`src/rtl/div_nb_seq_pkg.sv`:
```
// -----------------------------------------------------------------------------
// div_pkg
// Shared types and helpers for the sequential radix-2 restoring divider.
//   div_state_e : FSM encoding (IDLE, LOAD, CALC, FIX), also exported on the
//                 divider's debug state port.
//   cnt_width() : iteration counter width for a given operand width.
//   abs_w()     : conditional two's-complement negate on a MAX_W-bit carrier.
//                 Callers zero-extend into MAX_W and truncate back to their own
//                 width. The low bits of the result are then the negation
//                 modulo 2^WIDTH, so one helper serves every divider width.
// No ports (package).
// -----------------------------------------------------------------------------
package div_pkg;

    // Widest operand the abs_w carrier supports.
    localparam int MAX_W = 64;

    localparam int DEFAULT_WIDTH = 8;

    // Counter width for the default operand width.
    localparam int DEFAULT_CNT_W = $clog2(DEFAULT_WIDTH);

    typedef enum logic [1:0] {
        IDLE = 2'd0,
        LOAD = 2'd1,
        CALC = 2'd2,
        FIX  = 2'd3
    } div_state_e;

    // The counter holds WIDTH-1 down to 0, so $clog2(WIDTH) bits are enough.
    // WIDTH = 2 still needs one bit.
    function automatic int cnt_width(input int width);
        return (width <= 2) ? 1 : $clog2(width);
    endfunction

    function automatic logic [MAX_W-1:0] abs_w(input logic [MAX_W-1:0] value,
                                               input logic             negate);
        return negate ? ((~value) + {{(MAX_W-1){1'b0}}, 1'b1}) : value;
    endfunction

endpackage

```
`src/rtl/div_nb_seq_if.sv`:
```
// -----------------------------------------------------------------------------
// div_nb_seq_if
// Request/result bundle between a caller and the sequential divider.
//
// Handshake
//   The caller raises start together with div1, div2 and signed_mode.
//   The divider samples start only while idle. The operands and the mode are
//   captured on that same edge, and the caller may change them afterwards.
//   busy is high from the accepting edge until the completion edge.
//   fim rises on the completion edge. It stays high, with quo, resto,
//   zero_div and ovf held stable, until the next start is accepted.
//   A start seen while busy is dropped; it is not queued.
//
// Signals (master = caller, slave = divider)
//   start, signed_mode, div1[WIDTH], div2[WIDTH]        : master -> slave
//   quo[WIDTH], resto[WIDTH], fim, zero_div, ovf, busy  : slave  -> master
// -----------------------------------------------------------------------------
interface div_nb_seq_if
    import div_pkg::*;
#(
    parameter int WIDTH = DEFAULT_WIDTH
) ();

    logic             start;
    logic             signed_mode;
    logic [WIDTH-1:0] div1;
    logic [WIDTH-1:0] div2;
    logic [WIDTH-1:0] quo;
    logic [WIDTH-1:0] resto;
    logic             fim;
    logic             zero_div;
    logic             ovf;
    logic             busy;

    modport master (
        output start, signed_mode, div1, div2,
        input  quo, resto, fim, zero_div, ovf, busy
    );

    modport slave (
        input  start, signed_mode, div1, div2,
        output quo, resto, fim, zero_div, ovf, busy
    );

endinterface

```
`src/rtl/div_nb_seq_step.sv`:
```
// -----------------------------------------------------------------------------
// div_step
// One combinational restoring-division iteration on unsigned magnitudes.
//   rem_i[WIDTH]  : partial remainder (always < dmag_i)
//   dq_i[WIDTH]   : dividend bits still to consume (MSB first) with quotient
//                   bits shifted in at the LSB
//   dmag_i[WIDTH] : divisor magnitude (non-zero)
//   rem_o[WIDTH]  : next partial remainder
//   dq_o[WIDTH]   : next dividend/quotient register
// {rem, dq} is shifted left by one and the divisor is trial-subtracted over
// WIDTH+1 bits. A clear borrow bit keeps the difference and shifts in a
// quotient 1; otherwise the shifted remainder is restored and a 0 goes in.
// -----------------------------------------------------------------------------
module div_step
    import div_pkg::*;
#(
    parameter int WIDTH = DEFAULT_WIDTH
) (
    input  logic [WIDTH-1:0] rem_i,
    input  logic [WIDTH-1:0] dq_i,
    input  logic [WIDTH-1:0] dmag_i,
    output logic [WIDTH-1:0] rem_o,
    output logic [WIDTH-1:0] dq_o
);

    logic [WIDTH:0] shifted;
    logic [WIDTH:0] trial;

    always_comb begin
        shifted = {rem_i, dq_i[WIDTH-1]};
        trial   = shifted - {1'b0, dmag_i};
        // rem_i < dmag_i, so shifted < 2*dmag_i. A non-negative difference
        // therefore fits in WIDTH bits, and the restored value also fits.
        if (!trial[WIDTH]) begin
            rem_o = trial[WIDTH-1:0];
            dq_o  = {dq_i[WIDTH-2:0], 1'b1};
        end else begin
            rem_o = shifted[WIDTH-1:0];
            dq_o  = {dq_i[WIDTH-2:0], 1'b0};
        end
    end

endmodule

```
`src/rtl/div_nb_seq.sv`:
```
// -----------------------------------------------------------------------------
// div_nb_seq
// Multi-cycle radix-2 restoring divider with an unsigned or two's-complement
// mode selected per operation.
//   clk      : rising-edge clock
//   reset    : synchronous, active-high; discards any operation in flight
//   bus      : div_nb_seq_if.slave (start/operands in, results/flags out)
//   state_o  : current FSM state, for observation only
// Latency is WIDTH+2 cycles from the accepting edge, or 1 cycle for a zero
// divisor. The quotient truncates toward zero and the remainder carries the
// dividend's sign. Signed MIN / -1 wraps to MIN with remainder 0 and raises ovf.
// -----------------------------------------------------------------------------
module div_nb_seq
    import div_pkg::*;
#(
    parameter int WIDTH = DEFAULT_WIDTH
) (
    input  logic        clk,
    input  logic        reset,
    div_nb_seq_if.slave bus,
    output div_state_e  state_o
);

    localparam int CNT_W = cnt_width(WIDTH);
    localparam logic [WIDTH-1:0] MIN_VAL = {1'b1, {(WIDTH-1){1'b0}}};

    div_state_e       state_q;
    logic [CNT_W-1:0] cnt_q;

    // Captured request
    logic [WIDTH-1:0] a_q;
    logic [WIDTH-1:0] b_q;
    logic             sm_q;

    // Iteration datapath
    logic [WIDTH-1:0] bmag_q;
    logic [WIDTH-1:0] rem_q;
    logic [WIDTH-1:0] dq_q;
    logic             qneg_q;
    logic             rneg_q;

    // Result registers
    logic [WIDTH-1:0] quo_q;
    logic [WIDTH-1:0] resto_q;
    logic             fim_q;
    logic             zdiv_q;
    logic             ovf_q;
    logic             busy_q;

    // Next-state values computed from the registers
    logic             a_neg_d;
    logic             b_neg_d;
    logic [WIDTH-1:0] amag_d;
    logic [WIDTH-1:0] bmag_d;
    logic [WIDTH-1:0] rem_d;
    logic [WIDTH-1:0] dq_d;
    logic [WIDTH-1:0] quo_d;
    logic [WIDTH-1:0] resto_d;
    logic             ovf_d;

    always_comb begin
        a_neg_d = sm_q & a_q[WIDTH-1];
        b_neg_d = sm_q & b_q[WIDTH-1];
        amag_d  = WIDTH'(abs_w(MAX_W'(a_q), a_neg_d));
        bmag_d  = WIDTH'(abs_w(MAX_W'(b_q), b_neg_d));
        quo_d   = WIDTH'(abs_w(MAX_W'(dq_q), qneg_q));
        resto_d = WIDTH'(abs_w(MAX_W'(rem_q), rneg_q));
        // MIN / -1 needs no special datapath. The magnitude quotient 2^(W-1)
        // with a positive sign already wraps to MIN. Only the flag is added.
        ovf_d   = sm_q & (a_q == MIN_VAL) & (b_q == {WIDTH{1'b1}});
    end

    div_step #(
        .WIDTH (WIDTH)
    ) u_step (
        .rem_i  (rem_q),
        .dq_i   (dq_q),
        .dmag_i (bmag_q),
        .rem_o  (rem_d),
        .dq_o   (dq_d)
    );

    always_ff @(posedge clk) begin
        if (reset) begin
            state_q <= IDLE;
            cnt_q   <= '0;
            a_q     <= '0;
            b_q     <= '0;
            sm_q    <= 1'b0;
            bmag_q  <= '0;
            rem_q   <= '0;
            dq_q    <= '0;
            qneg_q  <= 1'b0;
            rneg_q  <= 1'b0;
            quo_q   <= '0;
            resto_q <= '0;
            fim_q   <= 1'b0;
            zdiv_q  <= 1'b0;
            ovf_q   <= 1'b0;
            busy_q  <= 1'b0;
        end else begin
            case (state_q)
                IDLE: begin
                    if (bus.start) begin
                        a_q     <= bus.div1;
                        b_q     <= bus.div2;
                        sm_q    <= bus.signed_mode;
                        fim_q   <= 1'b0;
                        zdiv_q  <= 1'b0;
                        ovf_q   <= 1'b0;
                        busy_q  <= 1'b1;
                        state_q <= LOAD;
                    end
                end

                LOAD: begin
                    if (b_q == '0) begin
                        quo_q   <= {WIDTH{1'b1}};
                        resto_q <= a_q;
                        zdiv_q  <= 1'b1;
                        ovf_q   <= 1'b0;
                        fim_q   <= 1'b1;
                        busy_q  <= 1'b0;
                        state_q <= IDLE;
                    end else begin
                        bmag_q  <= bmag_d;
                        rem_q   <= '0;
                        dq_q    <= amag_d;
                        qneg_q  <= a_neg_d ^ b_neg_d;
                        rneg_q  <= a_neg_d;
                        cnt_q   <= CNT_W'(WIDTH - 1);
                        state_q <= CALC;
                    end
                end

                CALC: begin
                    rem_q <= rem_d;
                    dq_q  <= dq_d;
                    cnt_q <= cnt_q - CNT_W'(1);
                    // Entered with WIDTH-1, so the cycle that sees 0 is step WIDTH.
                    if (cnt_q == '0) begin
                        state_q <= FIX;
                    end
                end

                FIX: begin
                    quo_q   <= quo_d;
                    resto_q <= resto_d;
                    ovf_q   <= ovf_d;
                    fim_q   <= 1'b1;
                    busy_q  <= 1'b0;
                    state_q <= IDLE;
                end

                default: begin
                    state_q <= IDLE;
                end
            endcase
        end
    end

    assign bus.quo      = quo_q;
    assign bus.resto    = resto_q;
    assign bus.fim      = fim_q;
    assign bus.zero_div = zdiv_q;
    assign bus.ovf      = ovf_q;
    assign bus.busy     = busy_q;
    assign state_o      = state_q;

endmodule

```
`src/flat_wrapper.sv`:
```
// flat-port wrapper written by rule: the top's interface ports become plain ports
module div_nb_seq_flat import div_pkg::*;
#(
    parameter int WIDTH = DEFAULT_WIDTH
)
  (clk, reset, state_o, bus_start, bus_signed_mode, bus_div1, bus_div2, bus_quo, bus_resto, bus_fim, bus_zero_div, bus_ovf, bus_busy);
  div_nb_seq_if #(.WIDTH(WIDTH)) bus_i ();
  input  logic clk;
  input  logic reset;
  output div_state_e state_o;
  input wire logic [$bits(bus_i.start)-1:0] bus_start;
  input wire logic [$bits(bus_i.signed_mode)-1:0] bus_signed_mode;
  input wire logic [$bits(bus_i.div1)-1:0] bus_div1;
  input wire logic [$bits(bus_i.div2)-1:0] bus_div2;
  output wire logic [$bits(bus_i.quo)-1:0] bus_quo;
  output wire logic [$bits(bus_i.resto)-1:0] bus_resto;
  output wire logic [$bits(bus_i.fim)-1:0] bus_fim;
  output wire logic [$bits(bus_i.zero_div)-1:0] bus_zero_div;
  output wire logic [$bits(bus_i.ovf)-1:0] bus_ovf;
  output wire logic [$bits(bus_i.busy)-1:0] bus_busy;
  assign bus_i.start = bus_start;
  assign bus_i.signed_mode = bus_signed_mode;
  assign bus_i.div1 = bus_div1;
  assign bus_i.div2 = bus_div2;
  assign bus_quo = bus_i.quo;
  assign bus_resto = bus_i.resto;
  assign bus_fim = bus_i.fim;
  assign bus_zero_div = bus_i.zero_div;
  assign bus_ovf = bus_i.ovf;
  assign bus_busy = bus_i.busy;
  div_nb_seq #(.WIDTH(WIDTH)) u_core (.clk(clk), .reset(reset), .bus(bus_i), .state_o(state_o));
endmodule
```
`config.mk`:
```
export PLATFORM = sky130hd
export DESIGN_NAME = div_nb_seq_flat
export DESIGN_NICKNAME = d
export VERILOG_FILES = /design/src/rtl/div_nb_seq_pkg.sv /design/src/rtl/div_nb_seq_if.sv /design/src/rtl/div_nb_seq_step.sv /design/src/rtl/div_nb_seq.sv /design/src/flat_wrapper.sv
export SDC_FILE = /design/constraint.sdc
export NUM_CORES = 1
export LEC_CHECK = 0
export ABC_AREA = 1
export CAP_MARGIN = 20
export CORE_ASPECT_RATIO = 1.2
export CORE_MARGIN = 5
export CORE_UTILIZATION = 35
export DETAILED_ROUTE_END_ITERATION = 8
export MAX_ROUTING_LAYER = met4
export PLACE_DENSITY = 0.6
export SETUP_SLACK_MARGIN = 0.3
export SLEW_MARGIN = 15
export SYNTH_ARGS = -nofsm -noshare
export SYNTH_HDL_FRONTEND = slang
export SYNTH_SLANG_ARGS = --single-unit
```
`constraint.sdc`:
```
create_clock -name clk -period 5.5 [get_ports clk]
set_input_delay 0.825 -clock clk [delete_from_list [all_inputs] [get_ports clk]]
set_output_delay 0.825 -clock clk [all_outputs]
set_load 0.05 [all_outputs]
```
==> impl_metrics.ini, run 1 <==
[timing]
holdWs_ps = 463
setup_viol = 0
relSlewSlack_pct = 36.2
final.setup.tns_ps = 0
period_minus_slack_ps = 2530
worst-slew-pin-transition_ps = 955
drv_slew = 0
final_hold_viol_count = 0
max_freq_mhz = 396
fin_ws_ps = 2970
rsz0062_at_grt = false
clock-skew-final_ps = 8.70
fin_crit_sh_pct = 46.0

[finish]
layout_commonest_cell = nand2_1
drive_gt1_share_pct = 7.09
nets = 609
fin_util_pct = 43.5
finalNonFillerCells = 707
final_cell_area_um2 = 4580
syn2layout_area_growth_pct = 21.7
diodes = 0
most-common-layout-cells = nand2_1, inv_1, dfxtp_1

[setup_path]
worst-path-buf-inv = 1
crit_path_end_kind = primary output
ff2ff_path_depth = 13
r2r-start = u_core.dq_q[7]
arrival_ps = 1700
worstPathCellList = clkdlybuf4s50_1
slowest_delay_ps = 870
rrSetupSlack_ps = 3230
slowest_stage = clkdlybuf4s50_1
worstSetupStartpointType = flop
cp_max_fo = 6
critical-path-top-delay-family = buffers and inverters
crit_required_ps = 4680
path_depth = 1
r2r_end = u_core.rem_q[2]
path_class = reg -> out

[clocking]
path_clk_slew_ps = 50
cts_buffers = 9
cts_buffer_depth = 2
clkLatencyLatePin_ps = 340
post-cts-setup-buffers = 0
holdBufCountCts = 0
htreeDepth = 3
cts_tree = yes
postCtsResizedCells = 0
cts_sinks = 68
cts-root-buf = clkbuf_16

[drt]
detail_route.iter0.violations = 178
avgRoutedWirePerCell_um = 13.1
via_count = 3494
drcViolationCount = 0
routed_wl_um = 9230
ant_nets = 0
via_per_inst = 4.94
firstDrtPassIters = 4

[placed_design]
hpwl_um = 7040
numPortBuffers = 41
gp_congestion = 0.865
dp_cells = 691
place_ws_ps = 2770
postPlaceCellArea_um2 = 4230

[die]
die_area_um2 = 12900
die_y_um = 124
start_util_pct = 35.8
fp-row-count = 41
ios = 42
die_w_um = 105
core_um2 = 10500

[worst_hold_path]
min_path_cells = 2
whs_endpoint = u_core.bus.zero_div
hold_path.class = reg -> reg
hold_path.startpoint = u_core.bus.zero_div

[power]
ir_worst_vdd_v = 0.000196
total_power_mw = 1.90
pwr_density_cell_nw_per_um2 = 415
p_leak_nw = 1.90

[global_route]
grt_max_degree = 50
grt_pass1_wl_um = 15600
antenna_found_initial = 0
grt_pass1_vias = 3213
grt.overflow.total = 0
grt_usage_pct = 15.3

[yosys]
syn-num-nets = 574
netlist_area_um2 = 3760
synth_cell_types = 39
ys_ff_latch = 68
netlist_instances = 538
syn_area_per_cell_um2 = 6.99
ys_warn_count = 0
yosysSeqAreaShare_pct = 36.2

[outcome]
outcome = completed

[flow_run]
max_cap_viol_count = 0
==> sequential cells by signal, indices dropped and copies added, names as in the netlist, 3 cells and up, named ones only <==
| register | flops |
|---|---|
| u_core.a_q | 8 |
| u_core.b_q | 8 |
| u_core.bmag_q | 8 |
| u_core.bus.quo | 8 |
| u_core.bus.resto | 8 |
| u_core.cnt_q | 3 |
| u_core.dq_q | 8 |
| u_core.rem_q | 8 |
==> kinds of logic (layout without fill, tap and decap cells) <==
family                   Yosys count  after routing  synth area share (%)
flip-flops                        68             68                  36.2
adder cells (fa/ha/maj)           16             16                  5.52
AO/OA/AOI/OAI                    143            143                  21.1
XOR/XNOR                           7              7                  1.63
AND/OR/NAND/NOR                  206            206                  24.4
buffers and inverters             98            138                  11.2
==> Yosys cell counts, drive strengths merged <==
| cell type | instances | area share [%] |
|---|---|---|
| inv | 78 | 8.0 |
| buf | 8 | 2.0 |
| o21a | 1 | 0.20 |
| nand2 | 116 | 12 |
| nand4 | 5 | 0.83 |
| xor2 | 6 | 1.4 |
| clkbuf | 10 | 1.0 |
| a21oi | 66 | 8.8 |
| dfxtp | 68 | 36 |
| a211oi | 1 | 0.33 |
| o22ai | 1 | 0.17 |
| or2 | 2 | 0.33 |
| ha | 15 | 5.0 |
| nor3 | 6 | 0.80 |
| o211ai | 8 | 2.0 |
| clkinv | 2 | 0.20 |
| o21ai | 58 | 8.0 |
| nor2 | 25 | 3.0 |
| xnor2 | 1 | 0.23 |
| fa | 1 | 0.53 |
| nand3b | 4 | 0.80 |
| nand3 | 48 | 6.8 |
| o221ai | 1 | 0.40 |
| a31oi | 7 | 1.2 |
==> report_power, final <==
group          internal, mW  switching, mW
Clock                 0.455          0.212
Sequential            0.553         0.0537
Combinational         0.213          0.415
Total                  1.22          0.681
==> routing by layer <==
layer  part of all wire, %  track usage (%)  up-vias
li1                      -                -     1854
met1                    49             19.9     1543
met2                    45             23.9       83
met3                   3.8             2.54       14
met4                   1.9             6.63        0
met5                     0                -        -
==> layout make-up <==
class                   instances  area, µm²
well taps                     129        161
inverters                      80        308
repair buffers                 42        418
fillers                      1063       5940
multi-input cells             372       1980
clock buffers                  10        239
flip-flops and latches         68       1360
clock inverters                 6        111
==> how the worst max path moves through the flow <==
stage / from / end
2_1_floorplan: u_core.dq_q[7] / u_core.rem_q[0]
3_3_place_gp: reset / u_core.dq_q[1]
3_5_place_dp: reset / u_core.dq_q[1]
4_1_cts: u_core.state_o[0] / state_o[0]
5_1_grt: u_core.state_o[0] / state_o[0]
6_report: u_core.state_o[0] / state_o[0]
No activity file was read; power rests on OpenSTA's default activity.
==> run 2: changes to the inputs <==
Clock period 5.5 ns to 2.45 ns, I/O delays scaled along.
==> impl_metrics.ini, run 2 (synthesized netlist as in run 1, its figures left out) <==
[timing]
worst-slew-pin-transition_ps = 512
clock-skew-final_ps = 4.00
setup_viol = 0
period_minus_slack_ps = 2110
final_hold_viol_count = 0
fin_crit_sh_pct = 86.1
rsz0062_at_grt = false
drv_slew = 0
relSlewSlack_pct = 65.8
max_freq_mhz = 474
final.setup.tns_ps = 0

[drt]
ant_nets = 0
avgRoutedWirePerCell_um = 13.5
drcViolationCount = 0
detail_route.iter0.violations = 152
via_per_inst = 4.99
via_count = 3559
firstDrtPassIters = 4
routed_wl_um = 9660

[global_route]
grt.overflow.total = 0
grt_usage_pct = 16.1
grt_max_degree = 50
grt_pass1_vias = 3421
grt_pass1_wl_um = 16400
antenna_found_initial = 0

[setup_path]
worstPathCellList = clkdlybuf4s50_1
cp_max_fo = 6
crit_required_ps = 2080
path_class = reg -> out
slowest_delay_ps = 880
worstSetupStartpointType = flop
critical-path-top-delay-family = buffers and inverters
crit_path_end_kind = primary output
arrival_ps = 1740
slowest_stage = clkdlybuf4s50_1
worst-path-buf-inv = 1

[finish]
multiInputGateArea_um2 = 2010
diodes = 0
nFillCells = 1089
most-common-layout-cells = nand2_1, inv_1, dfxtp_1
fin_util_pct = 43.8
final-seq-area_um2 = 1360
layout_commonest_cell = nand2_1
syn2layout_area_growth_pct = 22.4
nets = 615
drive_gt1_share_pct = 8.39
final_cell_area_um2 = 4600

[die]
core_um2 = 10500
die_y_um = 124
ios = 42
start_util_pct = 35.8
die_area_um2 = 12900
fp-row-count = 41
die_w_um = 105

[clocking]
cts_tree = yes
path_clk_slew_ps = 50
clkLatencyLatePin_ps = 330
cts_buffers = 9
cts_sinks = 68
cts_buffer_depth = 2
cts-root-buf = clkbuf_16
holdBufCountCts = 0
htreeDepth = 3

[power]
pwr_density_cell_nw_per_um2 = 904
ir_worst_vdd_v = 0.000463
p_leak_nw = 1.92
total_power_mw = 4.16

[worst_hold_path]
hold_path.class = reg -> reg

[placed_design]
gp_congestion = 0.892
numPortBuffers = 41
hpwl_um = 7250
postPlaceCellArea_um2 = 4270

[outcome]
outcome = completed

[flow_run]
max_cap_viol_count = 0
-- run 2: cell count changes in the layout (fill, tap and decap cells not counted), sizes merged --
cell	change
clkinv	+1
buf	+5
nand2	+1
inv	-1
bufinv	-2
clkbuf	+2
-- run 2: path summary, 6_finish.rpt --
path                            depth (start not counted)               end  slack [ps]         startpoint
worst max register to register                         13   u_core.rem_q[6]         460     u_core.dq_q[7]
worst min-delay path                                    2  u_core.bmag_q[2]         460   u_core.bmag_q[2]
worst max-delay path                                    1        state_o[0]         340  u_core.state_o[0]
worst min register to register                          2  u_core.bmag_q[2]         460   u_core.bmag_q[2]
-- run 2: area by class of cell --
type	instances	share of cell area, %
tap	129	3.51
clock buffer	12	5.57
sequential	68	29.6
clock inverter	4	1.03
timing repair buffer	47	9.89
multi-input combinational	373	43.7
inverter	80	6.71
-- run 2: through the flow --
step           setup WS, ps  cells  hold slack (ps)
4_1_cts                 331    712              464
3_3_place_gp            429    696              452
6_report                339    713              460
2_1_floorplan           571    538              433
5_1_grt                 296    713              479
3_5_place_dp            372    696              457
-- run 2: what timing repair did --
| item | CTS | global route |
|---|---|---|
| buffers inserted | 0 | 0 |
| setup endpoints to repair | 0 | 11 |
| gates resized for setup | 0 | 7 |
-- run 2: report_power, final --
group	switching [mW]	leakage, nW	internal, mW	total (mW)
logic	0.968	1.21	0.519	1.49
registers	0.125	0.558	1.24	1.37
clock network	0.472	0.149	0.839	1.31
-- run 2: layer usage --
metal	up-vias	GRT usage [%]	wire length (µm)
met5	-	-	0
met4	0	6.24	180
met3	17	2.13	334
met2	74	25.8	4410
met1	1606	20.9	4730
li1	1862	-	-
